File: src/rtl/sport_dma_arb.sv
// SPORT autobuffer DMA arbiter.
// Four SPORT autobuffer requesters compete for one stolen DM cycle at a time.
// The block also tracks how long each requester waits and keeps a sticky
// starve flag per requester.
// Optional build macro SPORT_ARB_RR_EN changes how winners are picked:
// RX still beats TX, but SP0 and SP1 alternate within each class.
// Without the macro the priority is fixed: SP0 RX > SP1 RX > SP0 TX > SP1 TX.
//
// state    | meaning
// ---------+---------------------------------------------------------
// IDLE     | no grant held; arbitrate on any request
// ARB_WAIT | winner latched, BUS_REQ high, waiting for BUS_GNT
// ACK      | one-cycle ack to the winner
// RECOV    | one-cycle recovery; the just-served requester is ignored
module sport_dma_arb #(
    parameter int STARVE_LIM = 15
) (
    input  logic       DSPCLK,
    input  logic       RSTn,
    input  logic       SP0_TSreq,
    input  logic       SP0_RSreq,
    input  logic       SP1_TSreq,
    input  logic       SP1_RSreq,
    input  logic       BUS_GNT,
    input  logic       CLR_STARVE,
    output logic       SP0_TSack,
    output logic       SP0_RSack,
    output logic       SP1_TSack,
    output logic       SP1_RSack,
    output logic       BUS_REQ,
    output logic [1:0] GRANT_ID,
    output logic       GRANT_VLD,
    output logic [3:0] STARVE
);

    localparam int CW = $clog2(STARVE_LIM + 1);
    localparam logic [CW-1:0] LIM    = CW'(STARVE_LIM);
    localparam logic [CW-1:0] LIM_M1 = CW'(STARVE_LIM - 1);

    typedef enum logic [1:0] {
        IDLE     = 2'd0,
        ARB_WAIT = 2'd1,
        ACK      = 2'd2,
        RECOV    = 2'd3
    } state_t;

    state_t        state;
    state_t        state_nxt;
    logic [3:0]    req;
    logic [1:0]    winner;
    logic [3:0]    ack_q;
    logic [3:0]    ack_nxt;
    logic          bus_req_q;
    logic          bus_req_nxt;
    logic [1:0]    gid_q;
    logic [1:0]    gid_nxt;
    logic          vld_q;
    logic          vld_nxt;
    logic [CW-1:0] cnt [4];
    logic [3:0]    inc;
    logic [3:0]    hit;
    logic [3:0]    starve_q;

    // Request vector ordered the same way as GRANT_ID.
    assign req = {SP1_TSreq, SP0_TSreq, SP1_RSreq, SP0_RSreq};

`ifdef SPORT_ARB_RR_EN
    logic rx_last;
    logic tx_last;

    // Class priority RX over TX; within a class favour the side not served last.
    always_comb begin
        winner = 2'd0;
        if (req[0] && req[1]) begin
            winner = rx_last ? 2'd0 : 2'd1;
        end else if (req[0]) begin
            winner = 2'd0;
        end else if (req[1]) begin
            winner = 2'd1;
        end else if (req[2] && req[3]) begin
            winner = tx_last ? 2'd2 : 2'd3;
        end else if (req[2]) begin
            winner = 2'd2;
        end else if (req[3]) begin
            winner = 2'd3;
        end
    end

    // Last-served pointers move only when an ack is actually issued, never on abort.
    always_ff @(posedge DSPCLK or negedge RSTn) begin
        if (!RSTn) begin
            rx_last <= 1'b1;
            tx_last <= 1'b1;
        end else if (state == ACK) begin
            if (!gid_q[1]) begin
                rx_last <= gid_q[0];
            end else begin
                tx_last <= gid_q[0];
            end
        end
    end
`else
    // Fixed priority: lowest GRANT_ID wins.
    always_comb begin
        winner = 2'd0;
        if (req[0]) begin
            winner = 2'd0;
        end else if (req[1]) begin
            winner = 2'd1;
        end else if (req[2]) begin
            winner = 2'd2;
        end else if (req[3]) begin
            winner = 2'd3;
        end
    end
`endif

    // FSM state and registered outputs.
    always_ff @(posedge DSPCLK or negedge RSTn) begin
        if (!RSTn) begin
            state     <= IDLE;
            ack_q     <= 4'b0000;
            bus_req_q <= 1'b0;
            gid_q     <= 2'd0;
            vld_q     <= 1'b0;
        end else begin
            state     <= state_nxt;
            ack_q     <= ack_nxt;
            bus_req_q <= bus_req_nxt;
            gid_q     <= gid_nxt;
            vld_q     <= vld_nxt;
        end
    end

    // Next state and next output values; BUS_GNT only matters in ARB_WAIT.
    always_comb begin
        state_nxt   = state;
        ack_nxt     = 4'b0000;
        bus_req_nxt = 1'b0;
        gid_nxt     = gid_q;
        vld_nxt     = vld_q;
        case (state)
            IDLE: begin
                vld_nxt = 1'b0;
                if (|req) begin
                    gid_nxt     = winner;
                    vld_nxt     = 1'b1;
                    bus_req_nxt = 1'b1;
                    state_nxt   = ARB_WAIT;
                end
            end
            ARB_WAIT: begin
                if (!req[gid_q]) begin
                    vld_nxt   = 1'b0;
                    state_nxt = IDLE;
                end else if (BUS_GNT) begin
                    ack_nxt   = 4'b0001 << gid_q;
                    state_nxt = ACK;
                end else begin
                    bus_req_nxt = 1'b1;
                end
            end
            ACK: begin
                state_nxt = RECOV;
            end
            RECOV: begin
                vld_nxt   = 1'b0;
                state_nxt = IDLE;
            end
            default: begin
                vld_nxt   = 1'b0;
                state_nxt = IDLE;
            end
        endcase
    end

    // A requester is waiting while it requests and is not currently acked;
    // a starve event is the single cycle its counter reaches the limit.
    always_comb begin
        inc = 4'b0000;
        hit = 4'b0000;
        for (int i = 0; i < 4; i++) begin
            inc[i] = req[i] & ~ack_q[i];
            hit[i] = inc[i] & (cnt[i] == LIM_M1);
        end
    end

    // Saturating wait counters and sticky starve flags; a new set beats a clear.
    always_ff @(posedge DSPCLK or negedge RSTn) begin
        if (!RSTn) begin
            for (int i = 0; i < 4; i++) begin
                cnt[i] <= '0;
            end
            starve_q <= 4'b0000;
        end else begin
            for (int i = 0; i < 4; i++) begin
                if (!inc[i]) begin
                    cnt[i] <= '0;
                end else if (cnt[i] != LIM) begin
                    cnt[i] <= cnt[i] + 1'b1;
                end
            end
            starve_q <= (starve_q & {4{~CLR_STARVE}}) | hit;
        end
    end

    assign SP0_RSack = ack_q[0];
    assign SP1_RSack = ack_q[1];
    assign SP0_TSack = ack_q[2];
    assign SP1_TSack = ack_q[3];
    assign BUS_REQ   = bus_req_q;
    assign GRANT_ID  = gid_q;
    assign GRANT_VLD = vld_q;
    assign STARVE    = starve_q;

endmodule

File: config.mk
export PLATFORM = sky130hd
export DESIGN_NAME = sport_dma_arb
export DESIGN_NICKNAME = d
export VERILOG_FILES = /design/src/rtl/sport_dma_arb.sv
export SDC_FILE = /design/constraint.sdc
export NUM_CORES = 1
export LEC_CHECK = 0
export CAP_MARGIN = 15
export CORE_MARGIN = 10
export CORE_UTILIZATION = 57
export DETAILED_ROUTE_END_ITERATION = 16
export GPL_ROUTABILITY_DRIVEN = 0
export PLACE_DENSITY_LB_ADDON = 0.25
export SLEW_MARGIN = 30
export SYNTH_ARGS = -nofsm -noshare
export SYNTH_HDL_FRONTEND = slang
export SYNTH_SLANG_ARGS = --single-unit
export TNS_END_PERCENT = 30
File: constraint.sdc
create_clock -name DSPCLK -period 2.8 [get_ports DSPCLK]
set_input_delay 0.84 -clock DSPCLK [delete_from_list [all_inputs] [get_ports DSPCLK]]
set_output_delay 0.84 -clock DSPCLK [all_outputs]
set_load 0.02 [all_outputs]
# Word level (Yosys, flattened, before mapping)
# Cells that the tools add are included.
[word_totals]
regBits = 30
[classes]
n_addsub = 4
n_lt_le_gt_ge = 1
eq_ne = 18
shift = 1
muxes = 27
bitwise = 15
reduce_logical = 6
[op_table]
columns = ["operator", "n"]
rows = [
  ["4-bit 2-to-1 mux", 11],
  ["4-bit by 1-bit adder with 4-bit output (second input constant)", 4],
  ["4-bit == test (second input constant)", 4],
  ["4-bit inequality test (second input constant)", 4],
  ["2-bit 2-to-1 mux", 7],
  ["1-bit AND", 8],
  ["2-bit by 1-bit inequality test with 1-bit output (second input constant)", 4],
  ["2-bit one-hot mux with 4 select lines", 1],
  ["2-bit AND reduction", 3],
  ["1-bit 2-to-1 mux", 5],
  ["1-bit inverter", 5],
  ["4-bit AND", 1],
  ["2-bit == test (second input constant)", 2],
  ["2-bit inequality test (second input constant)", 2],
  ["4-bit OR", 1],
  ["4-bit OR reduction", 1],
  ["1-bit by 2-bit << shifter with 4-bit output (first input constant)", 1],
  ["2-bit by 3-bit less-than comparator with 1-bit output (second input constant)", 1],
  ["3-bit inequality test (second input constant)", 1],
  ["1-bit one-hot mux with 3 select lines", 1],
  ["3-bit nonzero test", 1],
  ["1-bit binary-select mux with 2-bit select", 1],
  ["2-bit by 1-bit == test with 1-bit output (second input constant)", 1],
  ["2-bit zero test", 1],
  ["1-bit one-hot mux with 2 select lines", 1],
]

# Logic depth before layout (Yosys ltp)
[depth]
depth_word = 4
ltp_mapped = 4

# Worst setup path before layout
# Ideal clock, no wire load.
[synth_timing]
path_kind = "input to register"
startpoint = "in SP1_RSreq"
endpoint = "reg vld_q, in the netlist GRANT_VLD"
setup_ps = 135
arrival_ps = 1546
slack_ps = 1119
cell_stages = 3
cell_sequence = "or4_4 -> nor2_4 -> o32ai_1"
[synth_via]
elab_chain_cells = 4
[synth_lines]
columns = ["element", "line_no", "rtl"]
rows = [
  ["from (decl)", "23", "input logic SP1_RSreq,"],
  ["1-bit binary-select mux with 2-bit select", "153", "if (!req[gid_q]) begin"],
  ["1-bit 2-to-1 mux (implied by the code)", "153", ""],
  ["2-bit inequality test (no line)", "n/a", ""],
  ["2-bit AND reduction (no line)", "n/a", ""],
  ["to (signal assigned)", "131", "vld_q <= vld_nxt;"],
  ["to (decl)", "57", "logic vld_q;"],
]
# Parallel ways exist; a longest one is shown, timed or not. The select of a mux whose other input is x is not followed.
# A chain may end at the register's enable or synchronous reset.

# Final worst setup path
[layout_timing]
startpoint = "reg gid_q[0], in the netlist GRANT_ID[0]"
endpoint = "out GRANT_ID[0]"
[layout_rtl]
columns = ["element", "line_no", "rtl"]
rows = [
  ["from (decl)", "55", "logic [1:0] gid_q;"],
  ["from (signal assigned)", "130", "gid_q <= gid_nxt;"],
  ["to (decl)", "31", "output logic [1:0] GRANT_ID,"],
]
# No word-level cell between the ends.

==> impl_metrics.tcl <==
set metrics [dict create \
    p_int_mw 0.8828 \
    grt_usage_pct 12.28 \
    crit_type "flop to primary output" \
    netlist_area_mm2 0.001440 \
    pwr-share-comb_pct 28.8 \
    utilization_pct 71.41 \
    power_mw 1.334 \
    synth-simple-area-share_pct 22.07 \
    final_layout_size_suffix_gt1_share_pct 8.187 \
    grt_first_pass_wirelength_mm 4.974 \
    diodes 0 \
    htree_levels 2 \
    synth.top_cells.by_area "dfrtp_1 (52%), ha_1 (7.0%), nor2_1 (6.0%)" \
    port-buffer-count 19 \
    cts_num_sinks 30 \
    gr-total-overflow 0 \
    synth_mux_area_share_pct 2.259 \
    antenna_found_initial 0 \
    p_sw_mw 0.4507 \
    vias 1142 \
    setup_viol 0 \
    finalSetupTns_ns 0 \
    synth_top_family_by_area "simple AND/OR/NAND/NOR gates" \
    cp_cell_sequence "clkdlybuf4s50_1" \
    startpoint_type "flop" \
    wl_per_cell_um 14.24 \
    yosys.area.top_type "dfrtp_1" \
    yosys_most_used_dff "dfrtp_1" \
    place_ws_ns 0.5573 \
    worstHoldPathType "flop to flop" \
    syn_nets 159 \
    crit_start "GRANT_ID[0]" \
    worst_slack_ns 0.5042 \
    dp_hpwl_mm 2.041 \
    clkPwrFrac_pct 25.3 \
    drt-vias-per-instance 5.682 \
    min_from "STARVE[0]" \
    fp-row-count 18 \
    post_cts_buffers 0 \
    synthCells 143 \
    first_iter_violations 76 \
    fin_nets 186 \
    clk_latency_ns 0.32 \
    synth-seq-area-share_pct 52.13 \
    synthToLayoutAreaGrowth_pct 21.72 \
    cts_tree "built" \
    worstMarginPinSlew_ns 0.3784 \
    dp.cells 193 \
    synth_edf_count 0 \
    final_cells 201 \
    first_pass_iters 5 \
    peakVddDrop_mv 0.7063 \
    yosysUniqueCellTypes 29 \
    cp_top_family "buffers and inverters" \
    synth_compound_area_share_pct 11.29 \
    grt_pass1_vias 1148 \
    yosysWarnings 0 \
    routed_wl_mm 2.863 \
    cp_slowest_stage_delay_ns 0.66 \
    fin_skew_ns 0.009956 \
    period_minus_slack_ns 2.296 \
    maxSlewViolCount 0 \
    drcViolationCount 0 \
    ctsHoldBuffers 0 \
    p_per_area_mw_per_mm2 760.7 \
    cts_buffers 5 \
    ant_nets 0 \
    drv_cap 0 \
    outcome "complete, no violations" \
    dieWidth_um 70.27 \
    switching_share_pct 33.80 \
    synth.top_cells.by_count "dfrtp_1 (30), nor2_1 (23), nand3_1 (12), inv_1 (11), ha_1 (8)" \
    p_leak_nw 0.7862 \
    synthAdderAreaFrac_pct 6.950 \
    cp.required_ns 1.96 \
    reg2reg_from "GRANT_ID[1]" \
    crit_slowest_cell "clkdlybuf4s50_1" \
    die_y_um 70.27 \
    synth_xor_xnor_area_share_pct 2.433 \
    clk_pin_slew_ns 0.09 \
    clk_root_buffer_cell "clkbuf_4" \
    crit_path_end_kind "primary output" \
    critical_path.max_fanout 8 \
    min_period_over_period_pct 81.99 \
    path_buf_inv 1 \
    design.core.area_mm2 0.002455 \
    max-slew-margin-rel_pct 74.78 \
    hold_viol 0 \
    die-area_mm2 0.004937 \
    grt_start_max_net_pins 31 \
    p_seq_share_pct 46.0 \
    synth-seq-cells 30 \
    initial_core_util_pct 58.66 \
    worstPathArrival_ns 1.46 \
    cts_resized 0 \
    synth_top_area_share_pct 52.13 \
    ios 20 \
    synth-async-reset-ratio_pct 100.0 \
    rsz0062_at_grt "false" \
    ctsLongestPathBuffers 2 \
    syn_area_per_cell_um2 10.07 \
    fmax_mhz 435.6 \
    yosysMostFrequentCell "dfrtp_1" \
]
[final cells by class]
cell class / instances / area (um2)
clock buffer: 5 / 37.54
sequential: 30 / 750.7
timing repair buffer: 20 / 197.7
fill: 195 / 701.9
multi-input combinational: 102 / 648.1
inverter: 11 / 41.29
tap: 30 / 37.54
clock inverter: 3 / 40.04
[path summary, 6_finish.rpt]
path / to / slack, ns / cells past startpoint
min in group asynchronous: cnt[8] / 0.90 / 2
max in group asynchronous: cnt[12] / 1.62 / 2
worst max register to register: BUS_REQ / 1.42 / 3
worst min-delay path: STARVE[0] / 0.53 / 2
worst min register to register: STARVE[0] / 0.53 / 2
worst max-delay path: GRANT_ID[0] / 0.50 / 1
[registers in the layout, summed over array words and instances (netlist names), named ones only]
name	count
STARVE	4
GRANT_ID	2
GRANT_VLD	1
ack_q	4
state	1
BUS_REQ	1
cnt	16
[per-layer routing]
metal / vias up / wire, um / GRT usage (%)
met5: - / 0 / 0
met4: 0 / 59 / 5.702
met3: 6 / 192 / 6.073
met2: 31 / 1334 / 19.26
met1: 547 / 1276 / 13.53
li1: 558 / - / -
[power by group through the flow]
stage          registers (mW)  clock network, mW  logic [mW]
2_1_floorplan           0.642                  0       0.202
3_3_place_gp            0.613                  0       0.371
3_5_place_dp            0.617                  0       0.386
4_1_cts                 0.613              0.341       0.386
5_1_grt                 0.634              0.366       0.423
6_report                0.613              0.337       0.383
[kinds of logic after synthesis]
kind of cell	count (synthesis)
AND/OR/NAND/NOR	63
flip-flops	30
multiplexers	3
adder cells (fa/ha/maj)	8
buffers and inverters	11
AO/OA/AOI/OAI	24
XOR/XNOR	4
[stage by stage]
step | area [um2] | hold WS (ns)
2_1_floorplan | 1440 | 0.4922
3_3_place_gp | 1675 | 0.5128
3_5_place_dp | 1675 | 0.5197
4_1_cts | 1753 | 0.5340
5_1_grt | 1753 | 0.5667
6_report | 1753 | 0.5302
[cells in the final DEF (no fill, tap or decap), types with 3 or more instances in the layout]
cell,count
o22ai_1,6
nand3_1,12
dfrtp_1,30
clkdlybuf4s50_1,19
clkbuf_4,5
nand2_1,7
nor3b_1,3
nor3_1,6
xnor2_1,4
ha_1,8
nor2_1,23
nand2b_1,3
a31oi_1,4
a211oi_1,6
inv_1,11
Note: power is estimated with default switching activity, not from simulation.
